### config.mk
export PLATFORM = sky130hd
export DESIGN_NAME = insmem_loader_flat
export DESIGN_NICKNAME = d
export VERILOG_FILES = /design/src/rtl/insmem_loader_if.sv /design/src/rtl/insmem_loader.sv /design/src/flat_wrapper.sv
export SDC_FILE = /design/constraint.sdc
export NUM_CORES = 1
export LEC_CHECK = 0
export ABC_AREA = 1
export BUFFER_PORTS_ARGS = -buffer_cell sky130_fd_sc_hd__buf_2
export CORE_AREA = 2 2 263 265
export DETAILED_ROUTE_END_ITERATION = 6
export DIE_AREA = 0 0 265 267
export SLEW_MARGIN = 0
export SYNTH_ARGS = -nofsm -noshare
export SYNTH_HDL_FRONTEND = slang
export SYNTH_SLANG_ARGS = --single-unit
### constraint.sdc
create_clock -name clk -period 4.7 [get_ports clk]
set_input_delay 0.94 -clock clk [delete_from_list [all_inputs] [get_ports clk]]
set_output_delay 0.94 -clock clk [all_outputs]
set_load 0.1 [all_outputs]
### src/rtl/insmem_loader_if.sv
// Byte-stream load port and instruction fetch port of the instruction store loader.
// Macro LOADER_CHECKSUM_EN adds the csum_err status signal.
interface insmem_loader_if #(
  parameter int ADDR_W = 4,
  parameter int WORD_W = 32
);
  // Stream handshake: a byte (with its in_last flag) transfers on every clock
  // edge where in_valid && in_ready; the source holds in_byte/in_last stable
  // while in_valid is high and the transfer has not happened yet.
  logic              in_valid;
  logic [7:0]        in_byte;
  logic              in_last;
  logic              in_ready;
  logic              restart;
  logic [ADDR_W-1:0] rd_addr;
  logic [WORD_W-1:0] rd_data;
  logic              load_done;
  logic [ADDR_W:0]   word_count;
  logic              err_overflow;
`ifdef LOADER_CHECKSUM_EN
  logic              csum_err;
`endif

  modport master (
    output in_valid, in_byte, in_last, restart, rd_addr,
    input  in_ready, rd_data, load_done, word_count, err_overflow
`ifdef LOADER_CHECKSUM_EN
    , input csum_err
`endif
  );

  modport slave (
    input  in_valid, in_byte, in_last, restart, rd_addr,
    output in_ready, rd_data, load_done, word_count, err_overflow
`ifdef LOADER_CHECKSUM_EN
    , output csum_err
`endif
  );
endinterface

### src/rtl/insmem_loader.sv
// Assembles a big-endian byte stream into a DEPTH-word instruction store and serves a registered fetch port.
// Macro LOADER_CHECKSUM_EN adds a trailing XOR checksum byte and the csum_err flag.
module insmem_loader #(
  parameter int DEPTH  = 16,
  parameter int ADDR_W = 4,
  parameter int WORD_W = 32
) (
  input  logic             clk,
  input  logic             reset,
  insmem_loader_if.slave   bus,
  output logic [1:0]       dbg_state
);

  typedef enum logic [1:0] {
    S_LOAD = 2'd0,
    S_DONE = 2'd1
`ifdef LOADER_CHECKSUM_EN
    , S_CSUM = 2'd2
`endif
  } state_t;

  localparam logic [ADDR_W:0] FULL_CNT = (ADDR_W+1)'(DEPTH);
  localparam logic [ADDR_W:0] CNT_ONE  = {{ADDR_W{1'b0}}, 1'b1};

  state_t            state_q, state_d;
  logic [1:0]        byte_idx_q, byte_idx_d;
  logic [WORD_W-1:0] shift_q, shift_d;
  logic [ADDR_W:0]   word_count_q, word_count_d;
  logic              err_overflow_q, err_overflow_d;
  logic [WORD_W-1:0] rd_data_q, rd_data_d;
`ifdef LOADER_CHECKSUM_EN
  logic [7:0]        csum_q, csum_d;
  logic              csum_err_q, csum_err_d;
`endif

  logic [WORD_W-1:0] mem [DEPTH];
  logic              mem_we;
  logic [WORD_W-1:0] assembled;
  logic [WORD_W-1:0] lane_word;
  logic              accept;
  logic              store_full;
  logic              in_ready;
  logic              load_done;

  assign in_ready   = (state_q != S_DONE);
  assign load_done  = (state_q == S_DONE);
  assign accept     = bus.in_valid && in_ready;
  assign store_full = (word_count_q == FULL_CNT);

  // Lane 0 is the most significant byte; unfilled lanes stay zero, which
  // gives the zero padding of a short final word for free.
  always_comb begin
    lane_word = '0;
    case (byte_idx_q)
      2'd0:    lane_word[31:24] = bus.in_byte;
      2'd1:    lane_word[23:16] = bus.in_byte;
      2'd2:    lane_word[15:8]  = bus.in_byte;
      default: lane_word[7:0]   = bus.in_byte;
    endcase
    assembled = shift_q | lane_word;
  end

  always_comb begin
    state_d        = state_q;
    byte_idx_d     = byte_idx_q;
    shift_d        = shift_q;
    word_count_d   = word_count_q;
    err_overflow_d = err_overflow_q;
    mem_we         = 1'b0;
`ifdef LOADER_CHECKSUM_EN
    csum_d         = csum_q;
    csum_err_d     = csum_err_q;
`endif
    rd_data_d = '0;
    if (load_done && ({1'b0, bus.rd_addr} < word_count_q)) begin
      rd_data_d = mem[bus.rd_addr];
    end

    if (bus.restart) begin
      // Any byte offered alongside restart is discarded.
      state_d        = S_LOAD;
      byte_idx_d     = 2'd0;
      shift_d        = '0;
      word_count_d   = '0;
      err_overflow_d = 1'b0;
`ifdef LOADER_CHECKSUM_EN
      csum_d         = 8'h00;
      csum_err_d     = 1'b0;
`endif
    end else begin
      case (state_q)
        S_LOAD: begin
          if (accept) begin
`ifdef LOADER_CHECKSUM_EN
            csum_d = csum_q ^ bus.in_byte;
`endif
            if (store_full) begin
              err_overflow_d = 1'b1;
            end else if ((byte_idx_q == 2'd3) || bus.in_last) begin
              mem_we       = 1'b1;
              word_count_d = word_count_q + CNT_ONE;
              shift_d      = '0;
              byte_idx_d   = 2'd0;
            end else begin
              shift_d    = assembled;
              byte_idx_d = byte_idx_q + 2'd1;
            end
            if (bus.in_last) begin
`ifdef LOADER_CHECKSUM_EN
              state_d = S_CSUM;
`else
              state_d = S_DONE;
`endif
            end
          end
        end
`ifdef LOADER_CHECKSUM_EN
        S_CSUM: begin
          if (accept) begin
            state_d    = S_DONE;
            csum_err_d = (bus.in_byte != csum_q);
          end
        end
`endif
        S_DONE: begin
          state_d = S_DONE;
        end
        default: begin
          state_d = S_LOAD;
        end
      endcase
    end
  end

  always_ff @(posedge clk or posedge reset) begin
    if (reset) begin
      state_q        <= S_LOAD;
      byte_idx_q     <= 2'd0;
      shift_q        <= '0;
      word_count_q   <= '0;
      err_overflow_q <= 1'b0;
      rd_data_q      <= '0;
`ifdef LOADER_CHECKSUM_EN
      csum_q         <= 8'h00;
      csum_err_q     <= 1'b0;
`endif
    end else begin
      state_q        <= state_d;
      byte_idx_q     <= byte_idx_d;
      shift_q        <= shift_d;
      word_count_q   <= word_count_d;
      err_overflow_q <= err_overflow_d;
      rd_data_q      <= rd_data_d;
`ifdef LOADER_CHECKSUM_EN
      csum_q         <= csum_d;
      csum_err_q     <= csum_err_d;
`endif
    end
  end

  // Storage is deliberately not reset; word_count gates what is readable.
  always_ff @(posedge clk) begin
    if (mem_we) begin
      mem[word_count_q[ADDR_W-1:0]] <= assembled;
    end
  end

  assign bus.in_ready     = in_ready;
  assign bus.load_done    = load_done;
  assign bus.word_count   = word_count_q;
  assign bus.err_overflow = err_overflow_q;
  assign bus.rd_data      = rd_data_q;
`ifdef LOADER_CHECKSUM_EN
  assign bus.csum_err     = csum_err_q;
`endif
  assign dbg_state        = state_q;

endmodule
### src/flat_wrapper.sv
// flat-port wrapper written by rule: the top's interface ports become plain ports
module insmem_loader_flat 
#(
  parameter int DEPTH  = 16,
  parameter int ADDR_W = 4,
  parameter int WORD_W = 32
)
  (clk, reset, dbg_state, bus_in_valid, bus_in_byte, bus_in_last, bus_restart, bus_rd_addr, bus_in_ready, bus_rd_data, bus_load_done, bus_word_count, bus_err_overflow);
  insmem_loader_if #(.ADDR_W(ADDR_W), .WORD_W(WORD_W)) bus_i ();
  input  logic clk;
  input  logic reset;
  output logic [1:0] dbg_state;
  input wire logic [$bits(bus_i.in_valid)-1:0] bus_in_valid;
  input wire logic [$bits(bus_i.in_byte)-1:0] bus_in_byte;
  input wire logic [$bits(bus_i.in_last)-1:0] bus_in_last;
  input wire logic [$bits(bus_i.restart)-1:0] bus_restart;
  input wire logic [$bits(bus_i.rd_addr)-1:0] bus_rd_addr;
  output wire logic [$bits(bus_i.in_ready)-1:0] bus_in_ready;
  output wire logic [$bits(bus_i.rd_data)-1:0] bus_rd_data;
  output wire logic [$bits(bus_i.load_done)-1:0] bus_load_done;
  output wire logic [$bits(bus_i.word_count)-1:0] bus_word_count;
  output wire logic [$bits(bus_i.err_overflow)-1:0] bus_err_overflow;
  assign bus_i.in_valid = bus_in_valid;
  assign bus_i.in_byte = bus_in_byte;
  assign bus_i.in_last = bus_in_last;
  assign bus_i.restart = bus_restart;
  assign bus_i.rd_addr = bus_rd_addr;
  assign bus_in_ready = bus_i.in_ready;
  assign bus_rd_data = bus_i.rd_data;
  assign bus_load_done = bus_i.load_done;
  assign bus_word_count = bus_i.word_count;
  assign bus_err_overflow = bus_i.err_overflow;
  insmem_loader #(.DEPTH(DEPTH), .ADDR_W(ADDR_W), .WORD_W(WORD_W)) u_core (.clk(clk), .reset(reset), .bus(bus_i), .dbg_state(dbg_state));
endmodule
==> flow_metrics.py, run 1 <==
metrics = {
    "grt": {
        "grt_pass1_wl_um": 89100,
        "grt_usage_pct": 16.4,
        "antenna_found_initial": 1,
        "grt_pass1_vias": 14800,
        "grt_overflow": 0,
        "grt_max_degree": 204,
    },
    "critical_path": {
        "critPathSlowestCell": "nor2_4",
        "crit_top_cell": "nand2_1",
        "crit_path_max_fanout": 32,
        "path_cells": "inv_1, ha_1, nand2_1, o21ai_4, nor3_4, nand2_1, nor2_4",
        "r2r_setup_slack_ns": 1.66,
        "arrival_ns": 3.25,
        "start_kind": "flip-flop",
        "path_delay_family": "simple AND/OR/NAND/NOR gates",
        "end_kind": "flip-flop",
        "crit_type": "flip-flop to flip-flop",
        "critPathBufInv": 1,
        "slowest_delay_ns": 0.99,
        "cp_data_required_time_ns": 4.91,
    },
    "die": {
        "io_pins": 59,
        "die_w_um": 265,
        "rows": 96,
        "fp.dieH_um": 267,
        "initial_utilization_pct": 34.6,
        "dieArea_um2": 70800,
        "core_area_um2": 68000,
    },
    "sta": {
        "worstMarginPinSlew_ns": 1.28,
        "fin_crit_sh_pct": 64.7,
        "max_slew_margin_pct": 14.8,
        "finalClockSkew_ns": 0.0267,
        "timing.hold.ws_ns": 0.457,
        "setup_ws_ns": 1.66,
        "fin_setup_tns_ns": 0,
        "final-max-slew-violation-count": 0,
        "hold_viol": 0,
        "setup_violations": 0,
        "fin_crit_ns": 3.04,
        "fmax_mhz": 329,
        "grt_setup_unrepaired": "no",
    },
    "yosys": {
        "yosysMostFrequentCell": "nand2_1",
        "synthCells": 1987,
        "ys_seq_elements": 585,
        "synth.net_count": 2016,
        "synth.distinct_cells": 28,
        "yosys_warnings": 0,
        "async_reset_ff_share_pct": 12.5,
        "synth_edf_count": 512,
        "ys_seq_area_share_pct": 73.2,
        "synth_top_area_share_pct": 65.4,
        "synth_commonest_cells": "nand2_1, edfxtp_1, nand3_1, a21oi_1, dfrtp_1",
        "yosysTopAreaCell": "edfxtp_1",
        "netlist_area_um2": 23500,
        "synth_ff_type": "edfxtp_1",
        "synthTopCellsByArea": "edfxtp_1, nand2_1, dfrtp_1, nand3_1, a21oi_1",
        "avgSynthCellArea_um2": 11.8,
    },
    "routing": {
        "post-route-drc-count": 0,
        "wl_um": 58200,
        "num_vias": 15100,
        "firstDrtPassIters": 5,
        "drtIter0Drc": 1605,
        "drt-wirelength-per-cell_um": 19.6,
        "ant_nets": 0,
        "via_per_inst": 5.09,
    },
    "outcome": {
        "status": "complete, no violations",
    },
    "cts": {
        "h-tree-depth": 2,
        "clockRootBuffer": "clkbuf_16",
        "insertion_delay_ns": 0.62,
        "cts_buffer_depth": 3,
        "cts_resized": 0,
        "cts_buffers": 57,
        "cts_tree": "built",
        "clk_transition_reported_paths_ns": 0.06,
        "ctsHoldBuffers": 0,
        "cts_setup_buffers": 0,
        "cts_num_sinks": 585,
    },
    "placed_design": {
        "place_ws_ns": 1.40,
        "dp_hpwl_um": 31900,
        "place.gp.congestion": 0.788,
        "dpl-instance-area_um2": 24900,
        "port-buffer-count": 57,
        "dp_cells": 2860,
    },
    "flow_run": {
        "drv_cap": 0,
    },
    "min_path": {
        "worstHoldPathType": "input pin to async pin",
    },
    "pwr": {
        "p_per_area_nw_per_um2": 411,
        "p_leak_uw": 0.00992,
        "peakVddDrop_v": 0.000325,
    },
    "final_layout": {
        "syn2layout_area_growth_pct": 14.0,
        "instances_no_fill": 2968,
        "drive_above_1_share_pct": 11.1,
        "nets": 2066,
        "final_area_um2": 26800,
    },
}
-- per-layer routing --
metal	vias to the layer above	part of all wire, %	GRT usage (%)
li1	7025	-	-
met1	7488	45	22.7
met2	471	46	26.0
met3	117	5.9	3.00
met4	0	3.2	5.56
met5	-	0	0
-- kinds of logic (layout without fill, tap and decap cells) --
group | count (synthesis) | count (layout) | synth area share (%)
AND/OR/NAND/NOR | 1022 | 1022 | 18.4
flip-flops | 585 | 585 | 73.2
buffers and inverters | 197 | 295 | 3.74
AO/OA/AOI/OAI | 170 | 170 | 4.02
adder cells (fa/ha/maj) | 12 | 12 | 0.639
other | 1 | 2 | 0.0160
-- final timing paths --
check | cells after the start | start | endpoint
min in group clk | 1 | u_core.bus.err_overflow | u_core.bus.err_overflow
max in group asynchronous | 3 | reset | u_core.bus.rd_data[25]
worst min register to register | 1 | u_core.bus.err_overflow | u_core.bus.err_overflow
worst max-delay path | 7 | u_core.bus.word_count[0] | u_core.mem[9][21]
worst max register to register | 7 | u_core.bus.word_count[0] | u_core.mem[9][21]
worst min-delay path | 2 | reset | u_core.bus.rd_data[15]
-- report_power, final --
| part | switching, uW | total (uW) | internal, uW |
|---|---|---|---|
| sequential | 17.6 | 5700 | 5680 |
| combinational | 535 | 692 | 156 |
| clock | 1920 | 4630 | 2720 |
| total | 2470 | 11000 | 8550 |
-- registers in the layout (all words and copies together) (netlist names) --
| signal | cells |
|---|---|
| u_core.byte_idx_q | 2 |
| u_core.bus.word_count | 5 |
| u_core.bus.err_overflow | 1 |
| u_core.bus.rd_data | 32 |
| u_core.shift_q | 32 |
| u_core.mem | 512 |
| u_core.dbg_state | 1 |
-- layout make-up --
| cell class | count | area, um^2 |
|---|---|---|
| antenna | 1 | 2.50 |
| clock buffer | 73 | 1560 |
| clock inverter | 34 | 343 |
| fill | 6373 | 41200 |
| inverter | 77 | 300 |
| multi-input combinational | 1205 | 5540 |
| sequential | 585 | 17200 |
| tap | 882 | 1100 |
| timing repair buffer | 111 | 739 |
-- cell usage in the layout, fill, tap and decap left out, types with 2 or more instances in the layout --
cell type	count
a21oi_1	73
a21oi_2	11
a31oi_1	31
buf_12	3
buf_2	54
buf_4	53
bufinv_16	7
clkbuf_1	11
clkbuf_16	59
clkbuf_8	3
clkinv_1	14
clkinv_2	12
dfrtp_1	73
edfxtp_1	512
ha_1	12
inv_1	71
inv_2	2
inv_4	2
inv_6	2
nand2_1	622
nand2_4	3
nand3_1	327
nand4_1	15
nor2_1	36
nor2_4	14
nor3_2	3
o21ai_0	52
-- per-stage QoR --
step | util, % | power (uW)
6_report | 39.4 | 11000
2_1_floorplan | - | 6280
4_1_cts | 39.4 | 11100
3_5_place_dp | 36.6 | 6490
3_3_place_gp | 36.6 | 6480
5_1_grt | 39.4 | 11400
No activity file was read; power rests on OpenSTA's default activity.
==> run 2, diff against run 1 <==
--- a/config.mk
+++ b/config.mk
@@ -5,11 +5,11 @@
 export SDC_FILE = /design/constraint.sdc
 export NUM_CORES = 1
 export LEC_CHECK = 0
-export ABC_AREA = 1
+export ABC_AREA = 0
 export BUFFER_PORTS_ARGS = -buffer_cell sky130_fd_sc_hd__buf_2
-export CORE_AREA = 2 2 263 265
+export CORE_AREA = 2 2 258 260
 export DETAILED_ROUTE_END_ITERATION = 6
-export DIE_AREA = 0 0 265 267
+export DIE_AREA = 0 0 260 262
 export SLEW_MARGIN = 0
 export SYNTH_ARGS = -nofsm -noshare
 export SYNTH_HDL_FRONTEND = slang
==> constraint.sdc (replaced) <==
create_clock -name clk -period 2.8 [get_ports clk]
set_input_delay 0.56 -clock clk [delete_from_list [all_inputs] [get_ports clk]]
set_output_delay 0.56 -clock clk [all_outputs]
set_load 0.1 [all_outputs]
==> run 2 against run 1 <==
Against the previous run: flip-flop and latch count did not move; global-route usage down 1.2 points; synthesized area fell by 3.8%; highest routed layer unchanged; worst setup slack got worse by 1.2 ns; sequential share of layout area rose by 0.75 points; fmax increased by 29%; combinational power is 36% higher; clock-buffer cell count rose by 8; cell count is 29% lower.
==> flow_metrics.py, run 2 <==
metrics = {
    "cts": {
        "insertion_delay_ns": 0.62,
        "h-tree-depth": 2,
        "cts_num_sinks": 585,
        "cts_tree": "built",
        "clockRootBuffer": "clkbuf_16",
        "cts_resized": 0,
        "cts_setup_buffers": 0,
        "clk_transition_reported_paths_ns": 0.06,
        "cts_buffer_depth": 3,
        "cts_buffers": 59,
    },
    "final_layout": {
        "drive_above_1_share_pct": 30.4,
        "final_area_um2": 26500,
        "largest_register_ffs": 512,
        "syn2layout_area_growth_pct": 17.1,
        "fillers": 5683,
        "nets": 1226,
        "final_common_cell": "edfxtp_1",
        "instances_no_fill": 2113,
        "final_cell_mix": "edfxtp_1, mux4_2, dfrtp_1, a22o_1, clkbuf_16",
    },
    "placed_design": {
        "port-buffer-count": 57,
        "place.gp.congestion": 0.726,
        "dp_cells": 1999,
        "place_ws_ns": 0.335,
        "dpl-instance-area_um2": 24500,
        "dp_hpwl_um": 28500,
    },
    "yosys": {
        "netlist_area_um2": 22600,
        "async_reset_ff_share_pct": 12.5,
        "ys_seq_elements": 585,
        "synth.distinct_cells": 47,
        "ys_seq_area_share_pct": 76.1,
        "yosys_warnings": 0,
        "synth.net_count": 1125,
        "yosysTopAreaCell": "edfxtp_1",
        "yosysMostFrequentCell": "edfxtp_1",
        "synth_top_area_share_pct": 68.0,
        "avgSynthCellArea_um2": 20.6,
        "synthCells": 1096,
        "synthTopCellsByArea": "edfxtp_1, mux4_2, dfrtp_1, a22o_1, a21o_1",
        "synth_commonest_cells": "edfxtp_1, mux4_2, dfrtp_1, nor2_1, a22o_1",
        "synth_edf_count": 512,
        "synth_ff_type": "edfxtp_1",
    },
    "routing": {
        "via_per_inst": 5.24,
        "drt-wirelength-per-cell_um": 24.0,
        "ant_nets": 0,
        "drtIter0Drc": 1083,
        "firstDrtPassIters": 7,
        "post-route-drc-count": 0,
        "num_vias": 11100,
        "wl_um": 50800,
    },
    "critical_path": {
        "start_kind": "flip-flop",
        "r2r_end": "u_core.mem[1][21]",
        "r2r_setup_slack_ns": 0.44,
        "r2r_start": "u_core.byte_idx_q[0]",
        "arrival_ns": 2.65,
        "critPathCapture": "u_core.mem[1][21]",
        "crit_type": "flip-flop to flip-flop",
        "reg2regPathDepth": 6,
        "crit_path_max_fanout": 32,
        "slowest_delay_ns": 0.44,
        "path_cells": "ha_1, nor2_1, nor4_4, nand2_2, nor3_4, buf_12",
        "end_kind": "flip-flop",
        "cp-startpoint": "u_core.byte_idx_q[0]",
        "critPathSlowestCell": "dfrtp_1",
        "cp_data_required_time_ns": 3.08,
    },
    "outcome": {
        "status": "complete, no violations",
    },
    "grt": {
        "grt_max_degree": 49,
        "grt_pass1_wl_um": 75900,
        "antenna_found_initial": 1,
        "grt_overflow": 0,
        "grt_usage_pct": 15.1,
        "grt_pass1_vias": 11500,
    },
    "die": {
        "initial_utilization_pct": 34.6,
        "fp.dieH_um": 262,
        "rows": 94,
        "dieArea_um2": 68100,
        "core_area_um2": 65300,
        "io_pins": 59,
        "die_w_um": 260,
    },
    "pwr": {
        "seqPwrFrac_pct": 51.7,
        "netSwitchingFraction_pct": 21.0,
        "internal_power_uw": 14600,
        "peakVddDrop_v": 0.000447,
        "p_leak_uw": 0.00922,
        "p_clk_share_pct": 43.2,
        "power.share.combinational_pct": 5.1,
        "p_per_area_nw_per_um2": 696,
        "total_power_uw": 18400,
        "switchingPower_uw": 3880,
    },
    "flow_run": {
        "drv_cap": 0,
    },
    "sta": {
        "timing.hold.ws_ns": 0.237,
        "setup_violations": 0,
        "grt_setup_unrepaired": "no",
        "worstMarginPinSlew_ns": 0.612,
        "setup_ws_ns": 0.436,
        "final-max-slew-violation-count": 0,
        "finalClockSkew_ns": 0.0207,
        "fmax_mhz": 423,
        "max_slew_margin_pct": 59.2,
        "hold_viol": 0,
        "fin_crit_sh_pct": 84.4,
        "fin_crit_ns": 2.36,
    },
    "min_path": {
        "worstHoldPathType": "input pin to flip-flop",
    },
}
[run 2: changes by cell type after synthesis, moves of 29 or more]
cell,before,now
buf_2,67,21
mux4_2,0,127
o21ai_0,53,21
nand2_1,622,23
nand3_1,327,1
a21o_1,0,32
a31oi_1,31,2
inv_1,72,11
a22o_1,0,62
a21oi_1,73,6
[run 2: worst min path at each step]
stage,depth (start not counted),start,slack (ns),end
after floorplan,2,u_core.shift_q[16],0.45,u_core.shift_q[16]
after global placement,2,u_core.shift_q[16],0.46,u_core.shift_q[16]
after detailed placement,2,u_core.shift_q[16],0.48,u_core.shift_q[16]
after CTS,3,bus_in_last,0.19,u_core.dbg_state[0]
after global routing,3,bus_in_last,0.21,u_core.dbg_state[0]
final,3,bus_in_last,0.24,u_core.dbg_state[0]
[run 2: cell families after synthesis]
family,after synthesis,synth area share [%]
other cells,1,0.0166
flops,585,76.1
compound gates,174,6.04
mux,132,12.9
xor+xnor,1,0.0387
simple gates,113,2.19
buf+inv,78,2.11
fa+ha+maj,12,0.664
[run 2: layout make-up]
class,count,area [um^2],share of cell area [%]
Sequential cell,585,17200,65.0
Multi-Input combinational cell,433,5140,19.4
Clock buffer,81,1680,6.34
Tap cell,864,1080,4.08
Timing Repair Buffer,106,1020,3.84
Clock inverter,31,313,1.18
Inverter,12,47.5,0.179
Antenna cell,1,2.50,0.00945
[run 2: routing by layer]
metal | track usage, % | wire [um] | share of wire (%) | vias up
met2 | 24.4 | 24500 | 48 | 373
met3 | 2.85 | 3290 | 6.5 | 68
met4 | 3.82 | 880 | 1.7 | 0
li1 | - | - | - | 4710
met1 | 21.2 | 22100 | 44 | 5915
met5 | 0 | 0 | 0 | -
[run 2: power by group through the flow]
stage | clock network [uW] | logic (uW) | registers (uW)
after global routing | 8500 | 1010 | 9530
after CTS | 8150 | 957 | 9530
after global placement | 0 | 938 | 9710
after floorplan | 0 | 570 | 9800
final | 7970 | 940 | 9530
after detailed placement | 0 | 954 | 9710
[run 2: what timing repair did]
| item | CTS | global route |
|---|---|---|
| hold endpoints to repair | 27 | 0 |
| hold buffers | 1 | 0 |
| endpoints found under the setup margin | 0 | 0 |
[run 2: worst max-delay path: cells and delay by family (launching register included)]
kind | cells | cell delay [ns]
and+or+nand+nor | 4 | 1.05
DFF | 1 | 0.44
adders and majority gates | 1 | 0.27
buffers and inverters | 1 | 0.27
[run 2: stage by stage]
step	setup TNS (ns)	util, %
after detailed placement	0	37.5
after floorplan	-24.69	-
after CTS	0	40.6
final	0	40.6
after global placement	0	37.5
after global routing	0	40.6
